===== src/rtl/mix_engine_arbiter.sv =====
// Round-robin arbiter and round sequencer that lends one shared mixing engine
// to NREQ requesters, one multi-round job at a time, with a per-round watchdog.
module mix_engine_arbiter #(
  parameter int NREQ = 4,
  parameter int RW   = 16,
  parameter int TMO  = 1024
) (
  input  logic                                clk,
  input  logic                                rst,
  input  logic [NREQ-1:0]                     req,
  input  logic [NREQ*RW-1:0]                  rounds_i,
  output logic [NREQ-1:0]                     gnt,
  output logic [NREQ-1:0]                     done,
  output logic [NREQ-1:0]                     err,
  output logic                                eng_start,
  output logic [((NREQ > 1) ? $clog2(NREQ) : 1)-1:0] eng_sel,
  input  logic                                eng_done,
  output logic                                busy,
  output logic [RW-1:0]                       rounds_left,
  output logic [31:0]                         job_cnt
);

  localparam int SW = (NREQ > 1) ? $clog2(NREQ) : 1;
  localparam int TW = $clog2(TMO);

  typedef enum logic [2:0] {
    IDLE  = 3'd0,
    GRANT = 3'd1,
    START = 3'd2,
    WAIT  = 3'd3,
    FIN   = 3'd4,
    ERR   = 3'd5
  } state_t;

  state_t          state, state_nx;
  logic [SW-1:0]   ptr;
  logic [SW-1:0]   owner;
  logic [RW-1:0]   left;
  logic [TW-1:0]   timer;
  logic [31:0]     jobs;

  logic            arb_hit;
  logic [SW-1:0]   arb_idx;
  logic [SW-1:0]   ptr_nx;
  logic            tmo_hit;
  logic [NREQ-1:0] own_oh;

  // ptr + i never reaches 2*NREQ, so one conditional subtract replaces a modulo.
  function automatic logic [SW-1:0] wrap_idx(input int v);
    return (v >= NREQ) ? SW'(v - NREQ) : SW'(v);
  endfunction

  always_comb begin
    arb_hit = 1'b0;
    arb_idx = '0;
    for (int i = 0; i < NREQ; i++) begin
      if (!arb_hit && req[wrap_idx(int'(ptr) + i)]) begin
        arb_hit = 1'b1;
        arb_idx = wrap_idx(int'(ptr) + i);
      end
    end
  end

  assign ptr_nx  = (owner == SW'(NREQ - 1)) ? '0 : owner + SW'(1);
  assign tmo_hit = (timer == TW'(TMO - 1));

  always_ff @(posedge clk) begin
    if (rst) state <= IDLE;
    else     state <= state_nx;
  end

  always_comb begin
    state_nx = state;
    case (state)
      IDLE:    if (arb_hit) state_nx = GRANT;
      GRANT:   state_nx = (left != '0) ? START : FIN;
      START:   state_nx = WAIT;
      WAIT: begin
        // A round completing on the watchdog's last cycle still counts as done.
        if (eng_done)     state_nx = (left == RW'(1)) ? FIN : START;
        else if (tmo_hit) state_nx = ERR;
      end
      FIN:     state_nx = IDLE;
      ERR:     state_nx = IDLE;
      default: state_nx = IDLE;
    endcase
  end

  always_ff @(posedge clk) begin
    if (rst) begin
      ptr   <= '0;
      owner <= '0;
      left  <= '0;
      timer <= '0;
      jobs  <= '0;
    end else begin
      case (state)
        IDLE: begin
          if (arb_hit) begin
            owner <= arb_idx;
            left  <= rounds_i[int'(arb_idx)*RW +: RW];
          end
        end
        START: timer <= '0;
        WAIT: begin
          if (eng_done)      left  <= left - RW'(1);
          else if (!tmo_hit) timer <= timer + TW'(1);
        end
        FIN: begin
          jobs <= jobs + 32'd1;
          ptr  <= ptr_nx;
        end
        ERR: begin
          ptr  <= ptr_nx;
          left <= '0;
        end
        default: ;
      endcase
    end
  end

  always_comb begin
    own_oh        = '0;
    own_oh[owner] = 1'b1;
  end

  always_comb begin
    gnt       = '0;
    done      = '0;
    err       = '0;
    eng_start = 1'b0;
    case (state)
      GRANT:   gnt       = own_oh;
      START:   eng_start = 1'b1;
      FIN:     done      = own_oh;
      ERR:     err       = own_oh;
      default: ;
    endcase
  end

  assign eng_sel     = owner;
  assign rounds_left = left;
  assign busy        = (state != IDLE);
  assign job_cnt     = jobs;

endmodule


===== config.mk =====
export PLATFORM = sky130hd
export DESIGN_NAME = mix_engine_arbiter
export DESIGN_NICKNAME = d
export VERILOG_FILES = /design/src/rtl/mix_engine_arbiter.sv
export SDC_FILE = /design/constraint.sdc
export NUM_CORES = 1
export LEC_CHECK = 0
export CAP_MARGIN = 15
export CORE_ASPECT_RATIO = 0.7
export CORE_MARGIN = 10
export CORE_UTILIZATION = 41
export CTS_CLUSTER_SIZE = 28
export DETAILED_ROUTE_END_ITERATION = 6
export GPL_TIMING_DRIVEN = 0
export PLACE_DENSITY = 0.74
export SLEW_MARGIN = 10
export SYNTH_ARGS = -nofsm -noshare
export SYNTH_HDL_FRONTEND = slang
export SYNTH_SLANG_ARGS = --single-unit

===== constraint.sdc =====
create_clock -name clk -period 2.45 [get_ports clk]
set_input_delay 0.49 -clock clk [delete_from_list [all_inputs] [get_ports clk]]
set_output_delay 0.49 -clock clk [all_outputs]
set_load 0.02 [all_outputs]

Yosys cells after proc, flatten, opt, wreduce, memory -nomap -nowiden --
Index checks and enable logic that the tools add are counted.
Cells by class: add/subtract/negate cells 11, order comparisons 10, equal/unequal tests 13, shift operators 1, multiplexer cells 39, reduce and logical (&&, ||, !) cells 17
Operator list (count):
- variable part select 64 x 7 -> 16 bit | 1
- one-hot mux 16 bit (3 select lines) | 1
- adder 32 x 1 -> 32 bit (second input constant) | 1
- two-way mux 16 bit | 2
- two-way mux 10 bit | 2
- one-hot mux 10 bit (2 select lines) | 1
- two-way mux 2 bit | 9
- equality test 16 x 1 -> 1 bit (second input constant) | 1
- nonzero test 16 bit | 1
- subtractor 16 x 1 -> 16 bit (second input constant) | 1
- less-than comparator 2 x 3 -> 1 bit (second input constant) | 5
- two-way mux 3 bit | 5
- two-way mux 4 bit | 3
- one-hot mux 3 bit (4 select lines) | 1
- adder 10 x 1 -> 10 bit (second input constant) | 1
- equality test 10 bit (second input constant) | 1
- two-way mux 1 bit | 10
- greater-or-equal comparator 3 bit (second input constant) | 3
- binary-select mux 1 bit (select 2 bit) | 4
- != test 2 bit (second input constant) | 4
- subtractor 2 x 1 -> 2 bit (second input constant) | 4
- adder 2 x 2 -> 3 bit (second input constant) | 2
- equality test 3 x 2 -> 1 bit (second input constant) | 2
- equality test 3 bit (second input constant) | 2
- 16 further kinds | 24
Storage, ports and cells: register bits 65, bits of input ports 71, output and inout bits 64, logic and storage cells 97

Longest topological paths before layout --
Gate-level depths: netlist of the first run.
depth in word-level cells 17, mapped depth 9, depth with buffers taken out 8

Worst setup path before layout of the first run --
No wires, ideal clock.
path type flip-flop to flip-flop, from register left[5], in the netlist rounds_left[5], to register left[14], in the netlist rounds_left[14], library setup time 0.122 ns, data arrival time 2.167 ns, data required time 2.328 ns, path slack 0.162 ns, stages on the path, launching flop included 8, path buffers 1, period minus slack after synthesis 2.288 ns, cells stage by stage dfxtp_1 -> or4_1 -> buf_2 -> or4_4 -> nor4_4 -> xnor2_1 -> o22ai_1 -> o311a_1
Between the ends: word-level cells in the longest chain between the ends 3
RTL lines:
- from (decl) | RTL line 38 | logic [RW-1:0] left;
- from (signal assigned) | RTL line 101 | left <= rounds_i[int'(arb_idx)*RW +: RW];
- from (signal assigned) | RTL line 106 | if (eng_done) left <= left - RW'(1);
- subtractor 16 x 1 -> 16 bit | RTL line 106
- two-way mux 16 bit | RTL line 106
- one-hot mux 16 bit (3 select lines) | RTL line 97 | case (state)
No other way between the ends. The select of a mux whose other input is x is not followed. A chain may end at the register's enable or synchronous reset.

Final worst setup path of the first run --
from input port req[2], to register left[5], in the netlist rounds_left[5]
Between the ends: word-level cells in the longest chain between the ends 15, elaborated cells on any way between the ends 27, classes of those cells eq/ne: 1; shift: 1; mux: 18; reduce/logical: 7
RTL lines:
- from (decl) | RTL line 10 | input logic [NREQ-1:0] req,
- binary-select mux 1 bit (select 2 bit) | RTL line 57 | if (!arb_hit && req[wrap_idx(int'(ptr) + i)]) begin
- two-way mux 1 bit (implied by the code) | RTL line 57
- two-way mux 1 bit | RTL line 57
- logical NOT 1 bit | RTL line 57
- logical AND 1 bit | RTL line 57
- two-way mux 1 bit | RTL line 57
- logical NOT 1 bit | RTL line 57
- logical AND 1 bit | RTL line 57
- two-way mux 1 bit | RTL line 57
- logical NOT 1 bit | RTL line 57
- logical AND 1 bit | RTL line 57
- two-way mux 2 bit | RTL line 57
- variable part select 64 x 7 -> 16 bit | RTL line 101
- two-way mux 16 bit | RTL line 99 | if (arb_hit) begin
- one-hot mux 16 bit (3 select lines) | RTL line 97
Parallel ways exist; a longest one is shown, timed or not. The select of a mux whose other input is x is not followed.

==> impl_metrics.tcl, run 1 <==
set metrics [dict create \
    synth.net_count 548 \
    fp.dieW_um 137 \
    syn_avg_cell_area_um2 8.36 \
    dpl.hpwl_um 10300 \
    max_freq_mhz 414 \
    rsz0062_at_grt "yes" \
    layout.nets 697 \
    cts_buffers 9 \
    cts_max_level 3 \
    post-synth-top-count-cell "dfxtp_1" \
    initial_core_util_pct 42.6 \
    final_util_pct 63.9 \
    synth_top_flop_cell "dfxtp_1" \
    gp_congestion 0.902 \
    worstPathArrival_ns 2.63 \
    wl_met3_um 1090 \
    powerDensity_mw_per_mm2 628 \
    highest_layer "met4" \
    startpoint_type "input pin" \
    hp-class "flip-flop to flip-flop" \
    synth_top_area_cell "dfxtp_1" \
    drt-met1-wl_um 5730 \
    clkSinkCount 65 \
    grt_max_degree 13 \
    wl_met2_um 6450 \
    report.final.hold_viol_count 0 \
    overflow 0 \
    slowest_delay_ns 0.51 \
    ys_ff_latch 65 \
    cpMaxStageDelayCell "or4b_1" \
    totalWireLength_um 13400 \
    path_class "input pin to flip-flop" \
    wl_per_cell_um 18.0 \
    rows 29 \
    grtUsageTotal_pct 18.4 \
    drtIter0Drc 293 \
    async_flop_share_pct 0 \
    grt_pass1_vias 3986 \
    fin_cells 747 \
    p_leak_uw 0.00219 \
    area_growth_pct 49.8 \
    drive_above_1_share_pct 10.5 \
    yosysWarningCount 0 \
    period_share_pct 98.6 \
    status "completed" \
    vias_per_cell 5.54 \
    drtAntennaViolNets 0 \
    peakVddDrop_uv 436 \
    finalSetupViolCount 0 \
    synth_edf_count 0 \
    synth_top_area_share_pct 33.2 \
    crit_top_cell "buf_4" \
    placed_cells 725 \
    fp.coreArea_mm2 0.00918 \
    skew_ns 0.00675 \
    ys_seq_area_share_pct 33.2 \
    relSlewSlack_pct 50.4 \
    dieArea_mm2 0.0139 \
    maxCapViolCount 0 \
    root_buffer "clkbuf_16" \
    cts_tree "built" \
    endpoint_kind "flip-flop" \
    vias 4136 \
    required_ns 2.66 \
    slew_viol_final 0 \
    crit_chain "clkdlybuf4s50_1, nor2b_1, or4b_1, and2_1, buf_4, nand2_2, buf_4, o22ai_1, o221a_1" \
    clock_path_buffers 2 \
    synth_commonest_cells "dfxtp_1, nor2_1, mux2i_1, nand2_1, xor2_1" \
    synth_area_mm2 0.00391 \
    period_minus_slack_ns 2.42 \
    fillers 749 \
    clock_latency_ns 0.32 \
    fin_tns_setup_ns 0 \
    yosysUniqueCellTypes 59 \
    grt_pass1_wl_um 20700 \
    synthCells 468 \
    synthTopCellsByArea "dfxtp_1, mux2i_1, nor2_1" \
    portBuffers 133 \
    die-height_um 102 \
    drtPass1Iterations 5 \
    tightest_slew_ns 0.725 \
    crit_fanout 10 \
    antenna_found_initial 1 \
    io_pins 135 \
    whs_ns 0.503 \
    drc 0 \
    clk_pin_slew_ns 0.06 \
]
[flip-flops by register name, indices dropped and copies added, names as in the netlist]
signal / flops
job_cnt: 32
rounds_left: 16
timer: 10
state: 3
eng_sel: 2
ptr: 2
[report_power, final]
| part | leakage [uW] | switching (uW) | internal (uW) |
|---|---|---|---|
| Combinational | 0.00151 | 563 | 496 |
| Sequential | 0.000528 | 93.4 | 1120 |
| Clock | 0.000159 | 487 | 922 |
| Total | 0.00219 | 1140 | 2540 |
[logic make-up (layout without fill, tap and decap cells)]
kind of cell             after synthesis  after routing  share of synthesized area, %
buffers and inverters                 40            194                          4.09
multiplexers                          39             39                          10.2
flip-flops                            65             65                          33.2
adder cells (fa/ha/maj)                9              9                          2.88
other                                  0              1                             0
AO/OA/AOI/OAI                         86             86                          15.0
XOR/XNOR                              39             39                          8.73
AND/OR/NAND/NOR                      190            190                          25.9
[metrics by stage]
stage | setup WS (ns) | cell area [um2] | total power (uW)
5_1_grt | -0.0254 | 5860 | 3830
3_5_place_dp | -0.627 | 5400 | 2230
4_1_cts | 0.0199 | 5770 | 3660
3_3_place_gp | -0.608 | 5400 | 2210
6_report | 0.0334 | 5860 | 3680
2_1_floorplan | 0.162 | 3910 | 1820
[worst paths after layout]
kind         depth (start not counted)            from  slack (ns)         endpoint
max                                  9          req[2]        0.03   rounds_left[5]
min                                  2     job_cnt[31]        0.50      job_cnt[31]
max reg2reg                          7  rounds_left[5]        0.08  rounds_left[14]
min reg2reg                          2     job_cnt[31]        0.50      job_cnt[31]
[cell type report]
type	instances	area (um2)	share of cell area (%)
repair buffers	140	1380	23.6
well taps	124	155	2.65
clock buffers	10	239	4.08
flip-flops and latches	65	1300	22.2
diodes	1	2.50	0.0427
multi-input cells	363	2510	42.9
inverters	13	48.8	0.832
plain buffers	25	131	2.24
clock inverters	6	90.1	1.54
[layout by cell type, fill, tap and decap left out, drive strengths merged, types with 6 or more instances in the layout]
master / n
a21oi: 17
and2: 10
and3: 10
buf: 18
clkbuf: 24
clkdlybuf4s50: 125
dfxtp: 65
dlygate4sd2: 6
ha: 9
inv: 14
mux2i: 35
nand2: 31
nand3: 14
nand4: 9
nor2: 65
nor2b: 7
nor3: 9
o21ai: 27
o221a: 10
o22ai: 11
or3: 9
or4: 7
xnor2: 18
xor2: 21
[critical path: cells and delay by family]
| kind | cells | cell delay (ns) |
|---|---|---|
| and+or+nand+nor | 4 | 0.97 |
| AOI/OAI and AO/OA | 2 | 0.33 |
| buffers and inverters | 3 | 0.83 |
[routing by layer]
layer | track usage [%] | vias up
met5 | 0 | -
met4 | 4.85 | 0
met3 | 4.40 | 12
met2 | 31.1 | 154
met1 | 23.1 | 1992
li1 | - | 1978
[timing repair]
| item | CTS | global route |
|---|---|---|
| setup buffers | 1 | 5 |
| cloned | 0 | 1 |
| hold buffers | 0 | 0 |
| gates resized for setup | 23 | 19 |
| endpoints found under the setup margin | 30 | 25 |
| pin swaps | 1 | 2 |
(Power assumes the default switching activity.)
==> run 2, diff against run 1 <==
- CTS_CLUSTER_DIAMETER: default -> 60
==> results of run 2 <==
Final layout, timing and power as in run 1 (identical DEF).
